`config.mk`:
```
export PLATFORM = sky130hd
export DESIGN_NAME = dense_argmax_collector
export DESIGN_NICKNAME = d
export VERILOG_FILES = /design/src/rtl/dense_argmax_collector.sv
export SDC_FILE = /design/constraint.sdc
export NUM_CORES = 1
export LEC_CHECK = 0
export CORE_UTILIZATION = 25
export CTS_CLUSTER_DIAMETER = 40
export DETAILED_ROUTE_END_ITERATION = 12
export HOLD_SLACK_MARGIN = 0.1
export SLEW_MARGIN = 20
export SYNTH_ARGS = -nofsm -noshare
export SYNTH_HDL_FRONTEND = slang
export SYNTH_SLANG_ARGS = --single-unit
```
`constraint.sdc`:
```
create_clock -name clk -period 1.88 [get_ports clk]
set_clock_uncertainty 0.2 [all_clocks]
set_input_delay 0.282 -clock clk [delete_from_list [all_inputs] [get_ports clk]]
set_output_delay 0.282 -clock clk [all_outputs]
set_load 0.01 [all_outputs]
```
`src/rtl/dense_argmax_collector.sv`:
```
// dense_argmax_collector
//   Collects one inference's worth of Dense-layer results into a small buffer.
//   It also tracks the running signed maximum and its index, which is the
//   predicted class. The buffer can be read back through a registered port.
//
// Ports
//   clk       clock, rising edge
//   rst       synchronous active-high reset
//   start     1-cycle pulse: clear results and arm a new inference
//   inValid   Dense valid, one result word per cycle while high
//   inData    Dense result word (two's complement)
//   rdAdr     buffer read address
//   rdData    buffer word at rdAdr, one cycle latency; 0 for rdAdr >= OUT_COUNT
//   busy      high while collecting
//   done      high once all OUT_COUNT words are captured (level)
//   count     words captured in the current inference
//   classIdx  index of the maximum word
//   maxVal    value of the maximum word
//   overrun   sticky: a word arrived after the inference was already complete
module dense_argmax_collector #(
    parameter int OUT_COUNT = 3,
    parameter int DATA_SIZE = 8
) (
    input  logic                           clk,
    input  logic                           rst,
    input  logic                           start,
    input  logic                           inValid,
    input  logic [DATA_SIZE-1:0]           inData,
    input  logic [$clog2(OUT_COUNT)-1:0]   rdAdr,
    output logic [DATA_SIZE-1:0]           rdData,
    output logic                           busy,
    output logic                           done,
    output logic [$clog2(OUT_COUNT+1)-1:0] count,
    output logic [$clog2(OUT_COUNT)-1:0]   classIdx,
    output logic [DATA_SIZE-1:0]           maxVal,
    output logic                           overrun
);

    localparam int AW = $clog2(OUT_COUNT);
    localparam int CW = $clog2(OUT_COUNT + 1);
    localparam logic [CW-1:0] LAST = CW'(OUT_COUNT - 1);

    typedef enum logic [1:0] {
        IDLE    = 2'd0,
        COLLECT = 2'd1,
        DONE    = 2'd2
    } state_t;

    state_t state;

    logic [DATA_SIZE-1:0] buf_mem [OUT_COUNT];

    // A word is accepted only while collecting; start in the same cycle drops it.
    logic capture;
    assign capture = (state == COLLECT) && inValid && !start;

    // Control, flags and running maximum.
    always_ff @(posedge clk) begin
        if (rst) begin
            state    <= IDLE;
            busy     <= 1'b0;
            done     <= 1'b0;
            overrun  <= 1'b0;
            count    <= '0;
            classIdx <= '0;
            maxVal   <= '0;
        end else if (start) begin
            state    <= COLLECT;
            busy     <= 1'b1;
            done     <= 1'b0;
            overrun  <= 1'b0;
            count    <= '0;
            classIdx <= '0;
            maxVal   <= '0;
        end else begin
            case (state)
                COLLECT: begin
                    if (inValid) begin
                        count <= count + 1'b1;
                        // Strict '>' keeps the lowest index on ties.
                        if (count == '0 || $signed(inData) > $signed(maxVal)) begin
                            maxVal   <= inData;
                            classIdx <= count[AW-1:0];
                        end
                        if (count == LAST) begin
                            state <= DONE;
                            busy  <= 1'b0;
                            done  <= 1'b1;
                        end
                    end
                end
                DONE: begin
                    if (inValid) begin
                        overrun <= 1'b1;
                    end
                end
                default: begin
                    // IDLE: input words are ignored.
                end
            endcase
        end
    end

    // Result buffer is not reset; it is always written before it is meaningful.
    always_ff @(posedge clk) begin
        if (capture) begin
            buf_mem[count[AW-1:0]] <= inData;
        end
    end

    // Registered read port; a same-edge write is not forwarded (old data returned).
    always_ff @(posedge clk) begin
        if (rst) begin
            rdData <= '0;
        end else if (32'(rdAdr) < OUT_COUNT) begin
            rdData <= buf_mem[rdAdr];
        end else begin
            rdData <= '0;
        end
    end

endmodule

```
==> key figures <==
Placement
  – I/O Buffers: 36
  – Post-DP Area: about 2700 µm²
  – Dpl cells: around 340
  – Dpl hpwl: approximately 3000 µm
  – GPL Wtd Cong: ~0.8

Logic synthesis
  – Synthesized flop and latch total: 47
  – Synth Cell Area: just under 2000 µm²
  – Syn Nets: 200
  – Register area share after synthesis: between 50% and 60%
  – Largest cells by area after synthesis: edfxtp_1 (37%), dfxtp_1 (23%), mux2i_1 (9.6%), ha_1 (7.0%), nand2_1 (4.4%)
  – Syn Area/Cell: 11.3 µm²
  – Library cells used by synthesis: 24
  – Post-synth top area share: 36.5%
  – Area leader, netlist: edfxtp_1
  – Mapped Cells: between 150 and 200
  – Warnings from Yosys: 0

Worst hold path
  – Hold Crit Class: input pin to flip-flop

Route
  – DR vias: 1482
  – Initial DRT Pass Iterations: 4
  – DRT Wirelength: approximately 4400 µm
  – # DRC: 0
  – Routed length per instance: ~12 µm
  – Vias/cell: roughly 4.2
  – Detail Route Antenna Nets: 0
  – 1st-iter DRT viols: 51

Worst setup path
  – Crit-path max cell delay: approximately 0.38 ns
  – Crit path max-delay cell type: or3_4
  – Critical path arrival: about 2.1 ns
  – Worst Path Class, Setup: flip-flop to flip-flop
  – Max FO, Critical Path: 5
  – Critical Path, Cell by Cell: inv_2 > ha_4 > nand4_1 > buf_4 > nor3_2 > or3_4 > mux2_4 > mux2i_1
  – Worst Path Required: roughly 1.9 ns
  – CP startpoint kind: flip-flop
  – CP endpoint kind: flip-flop

Floorplan
  – Row count: 32
  – DIE HEIGHT: around 91 µm
  – Die width: 90.8 µm
  – Core Box Area: between 7000 and 8000 µm²
  – Initial Util: 25.7%
  – I/O Pins: 37
  – Total Die Area: between 8000 and 9000 µm²

Clocking
  – Clock sink total: 47
  – CTS Hold Buffers Added: 0
  – CTS root buf: clkbuf_8
  – Htree depth: 2
  – CTS buffer count: 5
  – Clock latency on the worst-skew pair: around 0.30 ns
  – CTS tree: built
  – Clock Path Buffers: 2
  – Worst-path clk slew: 0.09 ns

Run status
  – Status: finished with violations
  – Failing checks: setup timing

Global route
  – GRT Total Usage: 11.2%
  – Vias in the first global route: 1499
  – Grt ovf: 0
  – Initial antenna violation count: 0
  – Pin count of the biggest net entering global routing: 21
  – First-pass GRT wire length: 7070 µm

Timing
  – Post-route minimum period: 2.11 ns
  – Final hold vios: 0
  – Slew headroom: about three fifths
  – Setup repair after global routing missed its margin: yes
  – FMAX: 474 MHz
  – Final Max Tran Viols: 0
  – Setup violators final: 10
  – Final worst slack: -0.232 ns
  – Period utilisation layout: 112%
  – Slew @ Worst Pin: about 0.61 ns

Cells and area
  – Antenna cells: 0
  – Most common cell after layout, fill and taps aside: buf_4
  – Final cell count without fillers: around 350
  – FILL cells: roughly 760
  – Synth-to-Final Area Change: 49.9%
  – Final Net Count: 273
  – Share of cells above drive strength 1: 29.7%
  – Fin area: 2960 µm²
  – Most frequent cells in the layout: buf_4 (37), clkdlybuf4s50_1 (27), edfxtp_1 (24), nand2_1 (23)

Power and ir drop
  – Lkg Pwr: about 1.2 nW
  – Worst vdd ir: 0.275 mV
  – Power Dens Cells: slightly above 700 nW/µm²

Job
  – Max Cap Violations: 0
==> registers in the layout, indices dropped and copies added (netlist names) <==
name      cells
buf_mem      24
count         2
classIdx      2
overrun       1
rdData        8
state         2
maxVal        8
==> worst paths after layout <==
path / from / endpoint / slack, ns / cells after the start
max: maxVal[5]$_SDFFE_PP0P_ / maxVal[5]$_SDFFE_PP0P_ / -0.23 / 8
min: inData[0] / buf_mem[0][0]$_DFFE_PP_ / 0.24 / 2
max reg2reg: maxVal[5]$_SDFFE_PP0P_ / maxVal[5]$_SDFFE_PP0P_ / -0.23 / 8
min reg2reg: classIdx[0]$_SDFFE_PP0P_ / classIdx[0]$_SDFFE_PP0P_ / 0.28 / 2
==> power by group <==
group          internal (mW)  leakage [nW]  total (mW)  switching, mW
Sequential              1.10         0.407        1.10        0.00600
Clock                  0.401        0.0548       0.756          0.355
Combinational          0.143         0.711       0.270          0.127
==> metrics by stage <==
stage	setup WS, ns	power (mW)	TNS [ns]	hold WS (ns)	util (%)
after floorplan	-0.146	1.24	-1.45	0.159	-
after detailed placement	-0.650	1.36	-11.95	0.258	35.2
after CTS	-0.166	2.14	-1.63	0.236	37.8
final	-0.232	2.13	-2.25	0.241	38.5
after global routing	-0.315	2.22	-2.81	0.234	38.5
after global placement	-0.600	1.36	-11.23	0.254	35.2
==> synth_stat cells (all sizes together) <==
cell type	count
o21ai	1
or2	1
inv	13
ha	11
o21a	1
a31oi	3
xnor2	1
nor2b	1
mux2i	19
nor3	5
nand2b	1
o221ai	1
nand2	23
nor2	19
clkbuf	6
mux2	1
dfxtp	23
or3	1
edfxtp	24
nor3b	4
nand4	2
buf	2
a21oi	12
==> cell families (layout without fill, tap and decap cells) <==
family	Yosys count	after routing	share of synthesized area (%)
AND/OR/NAND/NOR	57	57	12.8
flip-flops	47	47	59.9
buffers and inverters	21	94	4.38
multiplexers	20	21	10.4
AO/OA/AOI/OAI	18	18	5.08
adder cells (fa/ha/maj)	11	11	6.98
XOR/XNOR	1	1	0.444
==> critical path: cells and delay by family (launching register included) <==
kind                     cells  cell delay [ns]
flip-flops                   1             0.34
AND/OR/NAND/NOR              3             0.60
adder cells (fa/ha/maj)      1             0.21
multiplexers                 2             0.46
buffers and inverters        2             0.20
==> metal layers <==
layer  wire length (µm)  part of all wire [%]  track usage [%]  up-vias
li1                   -                     -                -      753
met1               2040                    47             13.1      688
met2               2060                    47             19.1       35
met3                180                   4.1             3.28        6
met4                 72                   1.7             4.63        0
met5                  0                     0                0        -
==> layout make-up <==
class | instances | area, µm² | area share [%]
Tap cell | 102 | 128 | 4.32
Clock buffer | 5 | 68.8 | 2.33
Inverter | 13 | 48.8 | 1.65
Multi-Input combinational cell | 108 | 847 | 28.6
Timing Repair Buffer | 73 | 631 | 21.3
Clock inverter | 3 | 46.3 | 1.57
Sequential cell | 47 | 1190 | 40.2
==> timing repair <==
| action | in CTS | in global routing |
|---|---|---|
| gates cloned | 1 | 0 |
| gates resized for setup | 20 | 9 |
| buffers inserted | 2 | 2 |
| pin swaps | 10 | 6 |
| setup endpoints to repair | 10 | 10 |
No activity file was read; power rests on OpenSTA's default activity.
